--- src/rtl/level_debounce_ctrl_pkg.sv ---
`timescale 1ns/1ps
// Shared state encodings and default parameters for the level debounce controller.
package level_debounce_ctrl_pkg;

   localparam logic [1:0] ST_ZERO    = 2'b00;
   localparam logic [1:0] ST_DB_RISE = 2'b01;
   localparam logic [1:0] ST_ONE     = 2'b10;
   localparam logic [1:0] ST_DB_FALL = 2'b11;

   typedef enum logic [1:0] {
      ZERO    = ST_ZERO,
      DB_RISE = ST_DB_RISE,
      ONE     = ST_ONE,
      DB_FALL = ST_DB_FALL
   } db_state_t;

   localparam int DEF_DB_CYCLES     = 4;
   localparam int DEF_REPEAT_CYCLES = 16;
   localparam int DEF_CNT_W         = 8;

endpackage

--- src/rtl/level_debounce_ctrl_if.sv ---
`timescale 1ns/1ps
// Pad-side level input and one-cycle event outputs of the debounce controller.
interface level_debounce_ctrl_if
   import level_debounce_ctrl_pkg::*;
#(
   parameter int CNT_W = DEF_CNT_W
);
   logic             level;
   logic             tick;
   logic             rel_tick;
   logic             stable_level;
   logic [CNT_W-1:0] press_cnt;

   modport master (
      output level,
      input  tick,
      input  rel_tick,
      input  stable_level,
      input  press_cnt
   );

   modport slave (
      input  level,
      output tick,
      output rel_tick,
      output stable_level,
      output press_cnt
   );
endinterface

--- src/rtl/level_debounce_ctrl_sync_2ff.sv ---
`timescale 1ns/1ps
// Two-flop synchronizer for a single asynchronous pad input, reset low to 0.
module sync_2ff (
   input  logic clk,
   input  logic rst,
   input  logic d,
   output logic q
);
   logic meta;

   always_ff @(posedge clk or negedge rst) begin
      if (!rst) begin
         meta <= 1'b0;
         q    <= 1'b0;
      end else begin
         meta <= d;
         q    <= meta;
      end
   end
endmodule

--- src/rtl/level_debounce_ctrl.sv ---
`timescale 1ns/1ps
// Debounces a synchronized pad level and turns confirmed edges into one-cycle
// press/release ticks, with optional auto-repeat and a saturating press count.
module level_debounce_ctrl
   import level_debounce_ctrl_pkg::*;
#(
   parameter int DB_CYCLES     = DEF_DB_CYCLES,
   parameter int REPEAT_CYCLES = DEF_REPEAT_CYCLES,
   parameter int CNT_W         = DEF_CNT_W
)(
   input logic                 clk,
   input logic                 rst,
   level_debounce_ctrl_if.slave bus
);
   localparam logic [7:0]  DB_LAST  = 8'(DB_CYCLES - 1);
   localparam logic [15:0] REP_LAST = 16'(REPEAT_CYCLES - 1);
   localparam bit          REP_EN   = (REPEAT_CYCLES != 0);

   db_state_t        state;
   logic             level_s;
   logic [7:0]       db_cnt;
   logic [15:0]      rep_cnt;
   logic             tick;
   logic             rel_tick;
   logic             stable_level;
   logic [CNT_W-1:0] press_cnt;

   sync_2ff u_sync (
      .clk (clk),
      .rst (rst),
      .d   (bus.level),
      .q   (level_s)
   );

   // Outputs are written on the same edge as the transition that causes them,
   // so ticks default low and only the confirming branch raises them.
   always_ff @(posedge clk or negedge rst) begin
      if (!rst) begin
         state        <= ZERO;
         db_cnt       <= '0;
         rep_cnt      <= '0;
         tick         <= 1'b0;
         rel_tick     <= 1'b0;
         stable_level <= 1'b0;
         press_cnt    <= '0;
      end else begin
         tick     <= 1'b0;
         rel_tick <= 1'b0;
         case (state)
            ZERO: begin
               if (level_s) begin
                  state  <= DB_RISE;
                  db_cnt <= '0;
               end
            end
            DB_RISE: begin
               if (!level_s) begin
                  state <= ZERO;
               end else if (db_cnt == DB_LAST) begin
                  state        <= ONE;
                  tick         <= 1'b1;
                  stable_level <= 1'b1;
                  rep_cnt      <= '0;
                  if (press_cnt != {CNT_W{1'b1}}) begin
                     press_cnt <= press_cnt + CNT_W'(1);
                  end
               end else begin
                  db_cnt <= db_cnt + 8'd1;
               end
            end
            ONE: begin
               if (!level_s) begin
                  state  <= DB_FALL;
                  db_cnt <= '0;
               end else if (REP_EN) begin
                  if (rep_cnt == REP_LAST) begin
                     tick    <= 1'b1;
                     rep_cnt <= '0;
                  end else begin
                     rep_cnt <= rep_cnt + 16'd1;
                  end
               end
            end
            DB_FALL: begin
               // A bounce back high resumes the hold with a fresh repeat interval.
               if (level_s) begin
                  state   <= ONE;
                  rep_cnt <= '0;
               end else if (db_cnt == DB_LAST) begin
                  state        <= ZERO;
                  rel_tick     <= 1'b1;
                  stable_level <= 1'b0;
               end else begin
                  db_cnt <= db_cnt + 8'd1;
               end
            end
            default: state <= ZERO;
         endcase
      end
   end

   assign bus.tick         = tick;
   assign bus.rel_tick     = rel_tick;
   assign bus.stable_level = stable_level;
   assign bus.press_cnt    = press_cnt;
endmodule
--- src/flat_wrapper.sv ---
// flat-port wrapper written by rule: the top's interface ports become plain ports
module level_debounce_ctrl_flat import level_debounce_ctrl_pkg::*;
#(
   parameter int DB_CYCLES     = DEF_DB_CYCLES,
   parameter int REPEAT_CYCLES = DEF_REPEAT_CYCLES,
   parameter int CNT_W         = DEF_CNT_W
)
  (clk, rst, bus_level, bus_tick, bus_rel_tick, bus_stable_level, bus_press_cnt);
  level_debounce_ctrl_if #(.CNT_W(CNT_W)) bus_i ();
  input logic clk;
  input logic rst;
  input wire logic [$bits(bus_i.level)-1:0] bus_level;
  output wire logic [$bits(bus_i.tick)-1:0] bus_tick;
  output wire logic [$bits(bus_i.rel_tick)-1:0] bus_rel_tick;
  output wire logic [$bits(bus_i.stable_level)-1:0] bus_stable_level;
  output wire logic [$bits(bus_i.press_cnt)-1:0] bus_press_cnt;
  assign bus_i.level = bus_level;
  assign bus_tick = bus_i.tick;
  assign bus_rel_tick = bus_i.rel_tick;
  assign bus_stable_level = bus_i.stable_level;
  assign bus_press_cnt = bus_i.press_cnt;
  level_debounce_ctrl #(.DB_CYCLES(DB_CYCLES), .REPEAT_CYCLES(REPEAT_CYCLES), .CNT_W(CNT_W)) u_core (.clk(clk), .rst(rst), .bus(bus_i));
endmodule
--- config.mk ---
export PLATFORM = sky130hd
export DESIGN_NAME = level_debounce_ctrl_flat
export DESIGN_NICKNAME = d
export VERILOG_FILES = /design/src/rtl/level_debounce_ctrl_pkg.sv /design/src/rtl/level_debounce_ctrl_if.sv /design/src/rtl/level_debounce_ctrl_sync_2ff.sv /design/src/rtl/level_debounce_ctrl.sv /design/src/flat_wrapper.sv
export SDC_FILE = /design/constraint.sdc
export NUM_CORES = 1
export LEC_CHECK = 0
export BUFFER_PORTS_ARGS = -buffer_cell sky130_fd_sc_hd__buf_2
export CAP_MARGIN = 20
export CORE_MARGIN = 8
export CORE_UTILIZATION = 40
export DETAILED_ROUTE_END_ITERATION = 16
export HOLD_SLACK_MARGIN = 0.06
export SETUP_SLACK_MARGIN = 0.02
export SYNTH_ARGS = -nofsm -noshare
export SYNTH_HDL_FRONTEND = slang
export SYNTH_SLANG_ARGS = --single-unit
--- constraint.sdc ---
create_clock -name clk -period 5.7 [get_ports clk]
set_input_delay 0.285 -clock clk [delete_from_list [all_inputs] [get_ports clk]]
set_output_delay 0.285 -clock clk [all_outputs]
set_load 0.05 [all_outputs]
==> impl_metrics.py, run 1 <==
metrics = {
    "outcome": {
        "run_status": "completed",
    },
    "setup_path": {
        "r2r_start": "u_core.state[0]",
        "cp_data_arrival_time_ns": 2.63,
        "slowest_delay_ns": 0.56,
        "slowest_stage": "sky130_fd_sc_hd__or3b_2",
        "endpoint_kind": "register",
        "cell_family_with_most_cp_delay": "simple AND/OR/NAND/NOR gates",
        "r2r.worst_path.cells": 7,
        "timing.rr.end": "u_core.db_cnt[7]",
        "setup.reg_to_reg.worst_slack_ns": 3.29,
        "worstSetupStartpointType": "register",
        "critPathMaxFanout": 15,
        "worstPathBufferInverterCount": 1,
        "timing.setup.critical_path_class": "reg2reg",
        "req_time_crit_path_ns": 5.92,
        "cells_along_the_critical_path": "inv_1 -> ha_1 -> or3b_2 -> a21boi_2 -> nand4_1 -> or3_1 -> a21oi_1",
        "worst-path-stages": 7,
    },
    "route": {
        "via_count": 1694,
        "detail_route.iter0.violations": 61,
        "detail-route-antenna-nets": 0,
        "routed_wire_length_um": 4463,
        "routed_wire_length_per_instance_um": 14.68,
        "drc": 0,
        "detailedRoute.firstPassIterationCount": 4,
        "drt-vias-per-instance": 5.572,
    },
    "logic_synthesis": {
        "synth.cell_area_um2": 2187,
        "netlist_top_cells_area": "sky130_fd_sc_hd__dfrtp_1 (45%), sky130_fd_sc_hd__ha_1 (4.6%), sky130_fd_sc_hd__nand2_1 (3.8%)",
        "yosysTopAreaCell": "sky130_fd_sc_hd__dfrtp_1",
        "synth-compound-area-share": 0.1739,
        "synth_top_area_frac": 0.4462,
        "mappedNetlistNets": 228,
        "combinational_family_with_the_most_area_after_synthesis": "simple AND/OR/NAND/NOR gates",
        "netlist_top_cells_count": "sky130_fd_sc_hd__dfrtp_1 (39), sky130_fd_sc_hd__nand2_1 (22), sky130_fd_sc_hd__nor2_1 (13), sky130_fd_sc_hd__o21ai_0 (13), sky130_fd_sc_hd__nand3_1 (12)",
        "synth_fa_ha_area_frac": 0.04577,
        "synth_enable_flop_cells": 0,
        "synth_most_common_cell": "sky130_fd_sc_hd__dfrtp_1",
        "synth-main-ff-cell": "sky130_fd_sc_hd__dfrtp_1",
        "post_synth_xor_area_fraction": 0.03604,
        "ys_seq_elements": 39,
        "synth.lib_cells_used.distinct": 45,
        "synth_mux_area_frac": 0.02517,
        "syn_inst": 217,
        "synth_simple_gate_area_frac": 0.2517,
        "ys_warn_count": 0,
        "synth_area_per_cell_um2": 10.08,
        "asyncSetResetFlopFracSynth": 1.000,
        "post_synthesis_sequential_area_ratio": 0.4462,
    },
    "floorplan": {
        "die_w_um": 89.95,
        "placementRows": 27,
        "number_of_top_level_design_ports": 14,
        "fp.coreArea_um2": 5405,
        "die-height_um": 89.95,
        "floorplan.initialDensity": 0.4046,
        "dieArea_um2": 8090,
    },
    "global_routing": {
        "grt_remaining_overflow": 0,
        "vias_in_the_first_global_route": 1714,
        "grt_antenna_before_repair": 0,
        "grt_start_max_net_pins": 40,
        "overall_global_routing_resource_usage": 0.1167,
        "first_pass_grt_wire_length_um": 8059,
    },
    "power_and_ir_drop": {
        "power.density_cell_area_nw_per_um2": 395.4,
        "static-leakage-power_nw": 1.071,
        "vdd.ir_drop.worst_mv": 0.1796,
    },
    "timing": {
        "hold_ws_ns": 0.09741,
        "hold_viol": 0,
        "achievable_frequency_ghz": 0.4145,
        "post-route-period-util": 0.4233,
        "clock_tree_skew_after_final_layout_ns": 0.006082,
        "worst_pin_slew_ns": 0.8672,
        "rsz0062_at_grt": "false",
        "layout_min_cycle_time_ns": 2.413,
        "max-slew-margin-rel": 0.4219,
        "slew_violations": 0,
        "fin_setup_tns_ns": 0,
        "setup_viol": 0,
    },
    "finish": {
        "syn2layout_area_growth_pct": 11.21,
        "multiInputGateArea_um2": 1165,
        "top_register": "u_core.rep_cnt",
        "sequential_standard_cell_area_um2": 975.9,
        "largest_register_ff_count": 16,
        "final_layout_size_suffix_gt1_frac": 0.1767,
        "final_nets": 242,
        "layout_top_registers": "u_core.rep_cnt (16), u_core.bus.press_cnt (8), u_core.db_cnt (8)",
        "fill_cells": 527,
        "antennaDiodeCount": 0,
    },
    "cts": {
        "cts_buffer_depth": 2,
        "cts_repair_resize_count": 0,
        "cts_hold_buf": 0,
        "tritoncts": "yes",
        "numCtsBuffers": 5,
        "cts.sink_count": 39,
        "clock-root-buffer": "sky130_fd_sc_hd__clkbuf_8",
        "worstSkewPairLatency_ns": 0.29,
        "htreeDepth": 2,
        "post_cts_buffers": 0,
        "worst_setup_hold_path_clk_slew_ns": 0.08,
    },
    "place": {
        "hpwl_um": 3044,
        "place_congestion": 0.7758,
        "buffer_ports.inserted": 13,
    },
    "hold_path": {
        "min_delay_path_class": "in2async",
    },
    "job": {
        "cap_viol_max_count": 0,
    },
}
metal layers:
metal | GRT usage | routed length (um) | up-vias
met3 | 0.03076 | 185 | 5
li1 | - | - | 838
met4 | 0.03467 | 57 | 0
met5 | 0 | 0 | -
met1 | 0.1518 | 2225 | 825
met2 | 0.1847 | 1995 | 26
power breakdown:
| part | switching (W) | total, W | internal [W] | leakage, nW |
|---|---|---|---|---|
| registers | 0.0000365 | 0.000344 | 0.000307 | 0.526 |
| logic | 0.000252 | 0.000378 | 0.000126 | 0.484 |
| clock network | 0.0000981 | 0.000240 | 0.000142 | 0.0612 |
| total | 0.000387 | 0.000962 | 0.000575 | 1.07 |
worst max path at each step:
stage	slack [ns]	from	endpoint
after floorplan	3.62	u_core.state[0]	u_core.db_cnt[7]
after global placement	3.31	u_core.state[0]	u_core.db_cnt[2]
after detailed placement	3.26	u_core.state[0]	u_core.db_cnt[2]
after CTS	3.25	u_core.state[0]	u_core.db_cnt[2]
after global routing	3.09	u_core.state[0]	u_core.db_cnt[2]
final	3.29	u_core.state[0]	u_core.db_cnt[7]
kinds of logic (layout without fill, tap and decap cells):
family | after synthesis | count (layout)
DFF | 39 | 39
AOI/OAI and AO/OA | 50 | 50
buffers and inverters | 11 | 26
muxes | 5 | 5
adders and majority gates | 8 | 8
and+or+nand+nor | 95 | 95
xor gates and xnor gates | 9 | 9
cell usage in the layout (no fill, tap or decap), types with 2 or more instances in the layout:
master / synthesis / final
sky130_fd_sc_hd__or3_1: 2 / 2
sky130_fd_sc_hd__o31ai_1: 8 / 8
sky130_fd_sc_hd__a21oi_1: 6 / 6
sky130_fd_sc_hd__nor3_1: 8 / 8
sky130_fd_sc_hd__a21o_2: 2 / 2
sky130_fd_sc_hd__clkbuf_8: 0 / 6
sky130_fd_sc_hd__mux2_2: 4 / 4
sky130_fd_sc_hd__dfrtp_1: 39 / 39
sky130_fd_sc_hd__buf_2: 3 / 13
sky130_fd_sc_hd__xnor2_1: 3 / 3
sky130_fd_sc_hd__o21ai_0: 13 / 13
sky130_fd_sc_hd__o211ai_1: 2 / 2
sky130_fd_sc_hd__and3_1: 8 / 8
sky130_fd_sc_hd__ha_1: 8 / 8
sky130_fd_sc_hd__and4_1: 3 / 3
sky130_fd_sc_hd__a21bo_2: 2 / 2
sky130_fd_sc_hd__nand4_1: 10 / 10
sky130_fd_sc_hd__a211o_2: 2 / 2
sky130_fd_sc_hd__nor2_1: 13 / 13
sky130_fd_sc_hd__a2bb2oi_1: 5 / 5
sky130_fd_sc_hd__xor2_1: 6 / 6
sky130_fd_sc_hd__nor4_1: 2 / 2
sky130_fd_sc_hd__a22o_1: 6 / 6
sky130_fd_sc_hd__and4b_1: 2 / 2
sky130_fd_sc_hd__nand3_1: 12 / 12
sky130_fd_sc_hd__inv_1: 5 / 5
sky130_fd_sc_hd__nor2b_1: 2 / 2
sky130_fd_sc_hd__nand2_1: 22 / 22
per-stage QoR:
step / setup slack [ns] / total power (W) / std cells / cell area, um^2 / util
2_1_floorplan: 3.620 / 0.0006392 / 217 / 2187 / -
3_3_place_gp: 3.310 / 0.0007235 / 296 / 2315 / 0.4282
3_5_place_dp: 3.256 / 0.0007295 / 296 / 2315 / 0.4282
4_1_cts: 3.245 / 0.0009756 / 304 / 2432 / 0.4500
5_1_grt: 3.092 / 0.001030 / 304 / 2432 / 0.4500
6_report: 3.287 / 0.0009618 / 304 / 2432 / 0.4500
worst register-to-register path, delay by kind of cell (launching register included):
kind / cells / cell delay (ns)
buffers and inverters: 1 / 0.11
adder cells (fa/ha/maj): 1 / 0.41
AND/OR/NAND/NOR: 3 / 1.04
AO/OA/AOI/OAI: 2 / 0.38
flip-flops: 1 / 0.40
final cells by class:
class                   instances  area share
multi-input cells             167      0.4789
clock buffers                   6     0.03395
clock inverters                 2     0.01440
inverters                       5    0.007716
repair buffers                 13     0.02675
well taps                      72     0.03704
flip-flops and latches         39      0.4012
(Power assumes the default switching activity.)
==> run 2: changes to the inputs <==
--- a/config.mk
+++ b/config.mk
@@ -5,6 +5,7 @@
 export SDC_FILE = /design/constraint.sdc
 export NUM_CORES = 1
 export LEC_CHECK = 0
+export ABC_AREA = 1
 export BUFFER_PORTS_ARGS = -buffer_cell sky130_fd_sc_hd__buf_2
 export CAP_MARGIN = 20
 export CORE_MARGIN = 8
==> constraint.sdc (replaced) <==
create_clock -name clk -period 2.07 [get_ports clk]
set_input_delay 0.1035 -clock clk [delete_from_list [all_inputs] [get_ports clk]]
set_output_delay 0.1035 -clock clk [all_outputs]
set_load 0.05 [all_outputs]
==> impl_metrics.py, run 2 <==
metrics = {
    "place": {
        "buffer_ports.inserted": 13,
        "hpwl_um": 3599,
        "place_congestion": 0.8513,
    },
    "logic_synthesis": {
        "mappedNetlistNets": 340,
        "synth_top_area_frac": 0.4060,
        "ys_warn_count": 0,
        "synth-main-ff-cell": "sky130_fd_sc_hd__dfrtp_1",
        "synth_most_common_cell": "sky130_fd_sc_hd__nand2_1",
        "yosysTopAreaCell": "sky130_fd_sc_hd__dfrtp_1",
        "syn_inst": 329,
        "synth_area_per_cell_um2": 7.306,
        "netlist_top_cells_count": "sky130_fd_sc_hd__nand2_1 (119), sky130_fd_sc_hd__dfrtp_1 (39), sky130_fd_sc_hd__nor2_1 (39)",
        "post_synthesis_sequential_area_ratio": 0.4060,
        "netlist_top_cells_area": "sky130_fd_sc_hd__dfrtp_1 (41%), sky130_fd_sc_hd__nand2_1 (19%), sky130_fd_sc_hd__nor2_1 (6.1%)",
        "synth.cell_area_um2": 2404,
        "asyncSetResetFlopFracSynth": 1.000,
        "ys_seq_elements": 39,
        "synth_enable_flop_cells": 0,
        "synth.lib_cells_used.distinct": 28,
    },
    "finish": {
        "top_register": "u_core.rep_cnt",
        "final_cell_mix": "sky130_fd_sc_hd__nand2_1 (118), sky130_fd_sc_hd__nor2_1 (39), sky130_fd_sc_hd__dfrtp_1 (39), sky130_fd_sc_hd__inv_1 (28), sky130_fd_sc_hd__nand3_1 (25)",
        "final_layout_size_suffix_gt1_frac": 0.1261,
        "antennaDiodeCount": 0,
        "layout_top_registers": "u_core.rep_cnt (16), u_core.bus.press_cnt (8), u_core.db_cnt (8)",
        "syn2layout_area_growth_pct": 10.98,
        "fill_cells": 601,
        "largest_register_ff_count": 16,
        "final_common_cell": "sky130_fd_sc_hd__nand2_1",
        "final_nets": 359,
    },
    "hold_path": {
        "hold_path_depth": 0,
        "holdCritStartpoint": "u_core.u_sync.meta",
        "min_delay_path_class": "reg2reg",
    },
    "timing": {
        "fin_setup_tns_ns": 0,
        "post-route-period-util": 0.8552,
        "hold_viol": 0,
        "achievable_frequency_ghz": 0.5649,
        "slew_violations": 0,
        "rsz0062_at_grt": "false",
        "clock_tree_skew_after_final_layout_ns": 0.01247,
        "layout_min_cycle_time_ns": 1.770,
        "worst_pin_slew_ns": 0.8938,
        "setup_viol": 0,
        "hold_ws_ns": 0.3555,
        "max-slew-margin-rel": 0.4042,
    },
    "cts": {
        "htreeDepth": 2,
        "clock-root-buffer": "sky130_fd_sc_hd__clkbuf_8",
        "tritoncts": "yes",
        "cts.sink_count": 39,
        "worst_setup_hold_path_clk_slew_ns": 0.08,
        "cts_buffer_depth": 2,
        "numCtsBuffers": 5,
        "worstSkewPairLatency_ns": 0.29,
    },
    "global_routing": {
        "vias_in_the_first_global_route": 1870,
        "grt_remaining_overflow": 0,
        "overall_global_routing_resource_usage": 0.1222,
        "first_pass_grt_wire_length_um": 8742,
        "grt_antenna_before_repair": 0,
        "grt_start_max_net_pins": 40,
    },
    "setup_path": {
        "timing.rr.end": "u_core.rep_cnt[0]",
        "req_time_crit_path_ns": 2.30,
        "slowest_stage": "sky130_fd_sc_hd__dfrtp_1",
        "crit_path_end": "u_core.rep_cnt[0]",
        "critPathMaxFanout": 25,
        "r2r.worst_path.cells": 9,
        "slowest_delay_ns": 0.40,
        "cp_data_arrival_time_ns": 2.00,
        "endpoint_kind": "register",
        "setup.reg_to_reg.worst_slack_ns": 0.30,
        "worstSetupStartpointType": "register",
        "timing.setup.critical_path_class": "reg2reg",
        "cells_along_the_critical_path": "inv_1 -> ha_1 -> nor2_4 -> nand2_2 -> a21oi_4 -> nand2_4 -> nor2_4 -> nand2_1 -> nand2_1",
    },
    "floorplan": {
        "die_w_um": 93.52,
        "placementRows": 28,
        "dieArea_um2": 8745,
        "floorplan.initialDensity": 0.4108,
        "fp.coreArea_um2": 5851,
        "die-height_um": 93.52,
        "number_of_top_level_design_ports": 14,
    },
    "power_and_ir_drop": {
        "combPwrFrac": 0.383,
        "power.density_cell_area_nw_per_um2": 955.8,
        "pint_w": 0.001486,
        "vdd.ir_drop.worst_mv": 0.5368,
        "switching_share": 0.4173,
        "static-leakage-power_nw": 1.312,
        "clock_power_share": 0.249,
        "pwr-share-seq": 0.368,
        "p_switching_w": 0.001064,
    },
    "outcome": {
        "run_status": "completed",
    },
    "route": {
        "detailedRoute.firstPassIterationCount": 4,
        "detail_route.iter0.violations": 71,
        "routed_wire_length_um": 4947,
        "drc": 0,
        "drt-vias-per-instance": 4.722,
        "routed_wire_length_per_instance_um": 11.67,
        "via_count": 2002,
        "detail-route-antenna-nets": 0,
    },
    "job": {
        "cap_viol_max_count": 0,
    },
}
[run 2: through the flow]
| step | instances | area [um^2] | setup WS, ns | power, W | utilization |
|---|---|---|---|---|---|
| floorplan | 329 | 2404 | 0.3328 | 0.001799 | - |
| global placement | 414 | 2532 | 0.3220 | 0.001930 | 0.4328 |
| detailed placement | 414 | 2532 | 0.2155 | 0.001934 | 0.4328 |
| CTS | 424 | 2665 | 0.1912 | 0.002588 | 0.4555 |
| global route | 424 | 2668 | 0.1155 | 0.002759 | 0.4559 |
| finish | 424 | 2668 | 0.2997 | 0.002550 | 0.4559 |
[run 2: kinds of logic after synthesis]
group                    Yosys count  synth area share
AO/OA/AOI/OAI                     24           0.05987
XOR/XNOR                          14           0.05102
adder cells (fa/ha/maj)            8           0.04165
buffers and inverters             35           0.06403
flip-flops                        39            0.4060
AND/OR/NAND/NOR                  209            0.3774
[run 2: worst min path at each step]
stage / end / slack [ns]
finish: u_core.u_sync.q / 0.36
global route: u_core.u_sync.q / 0.37
CTS: u_core.u_sync.q / 0.36
detailed placement: u_core.u_sync.meta / 0.21
global placement: u_core.u_sync.meta / 0.21
floorplan: async pin / -0.19
[run 2: power by group through the flow]
stage	logic (W)	clock network, W	registers [W]
3_5_place_dp	0.000980	0	0.000954
5_1_grt	0.00112	0.000694	0.000949
4_1_cts	0.000987	0.000662	0.000938
2_1_floorplan	0.000765	0	0.00103
6_report	0.000977	0.000635	0.000938
3_3_place_gp	0.000981	0	0.000949
[run 2: area by class of cell]
type | count | area (um^2) | share of cell area
multi-input cells | 255 | 1276 | 0.4784
flip-flops and latches | 39 | 975.9 | 0.3659
inverters | 31 | 116.4 | 0.04362
well taps | 75 | 93.84 | 0.03518
repair buffers | 16 | 92.59 | 0.03471
clock buffers | 5 | 68.82 | 0.02580
clock inverters | 3 | 43.79 | 0.01642
[run 2: routing by layer]
metal  global-route usage  vias to the layer above  share of wire
met1               0.1501                      910           0.50
met3              0.02885                        6          0.023
li1                     -                     1072              -
met4              0.03624                        0          0.011
met2               0.2062                       14           0.47
met5                    0                        -              0
[run 2: timing repair]
item | in CTS | in global routing
resized for setup | 0 | 1
endpoints found under the hold margin | 40 | 0
setup endpoints to repair | 0 | 1
buffers inserted | 0 | 0
hold buffers | 2 | 0
[run 2: worst max-delay path: cells and delay by family, from the launching register on]
kind / cells / cell delay [ns]
adder cells (fa/ha/maj): 1 / 0.26
flip-flops: 1 / 0.40
AO/OA/AOI/OAI: 1 / 0.15
buffers and inverters: 1 / 0.09
AND/OR/NAND/NOR: 6 / 0.81
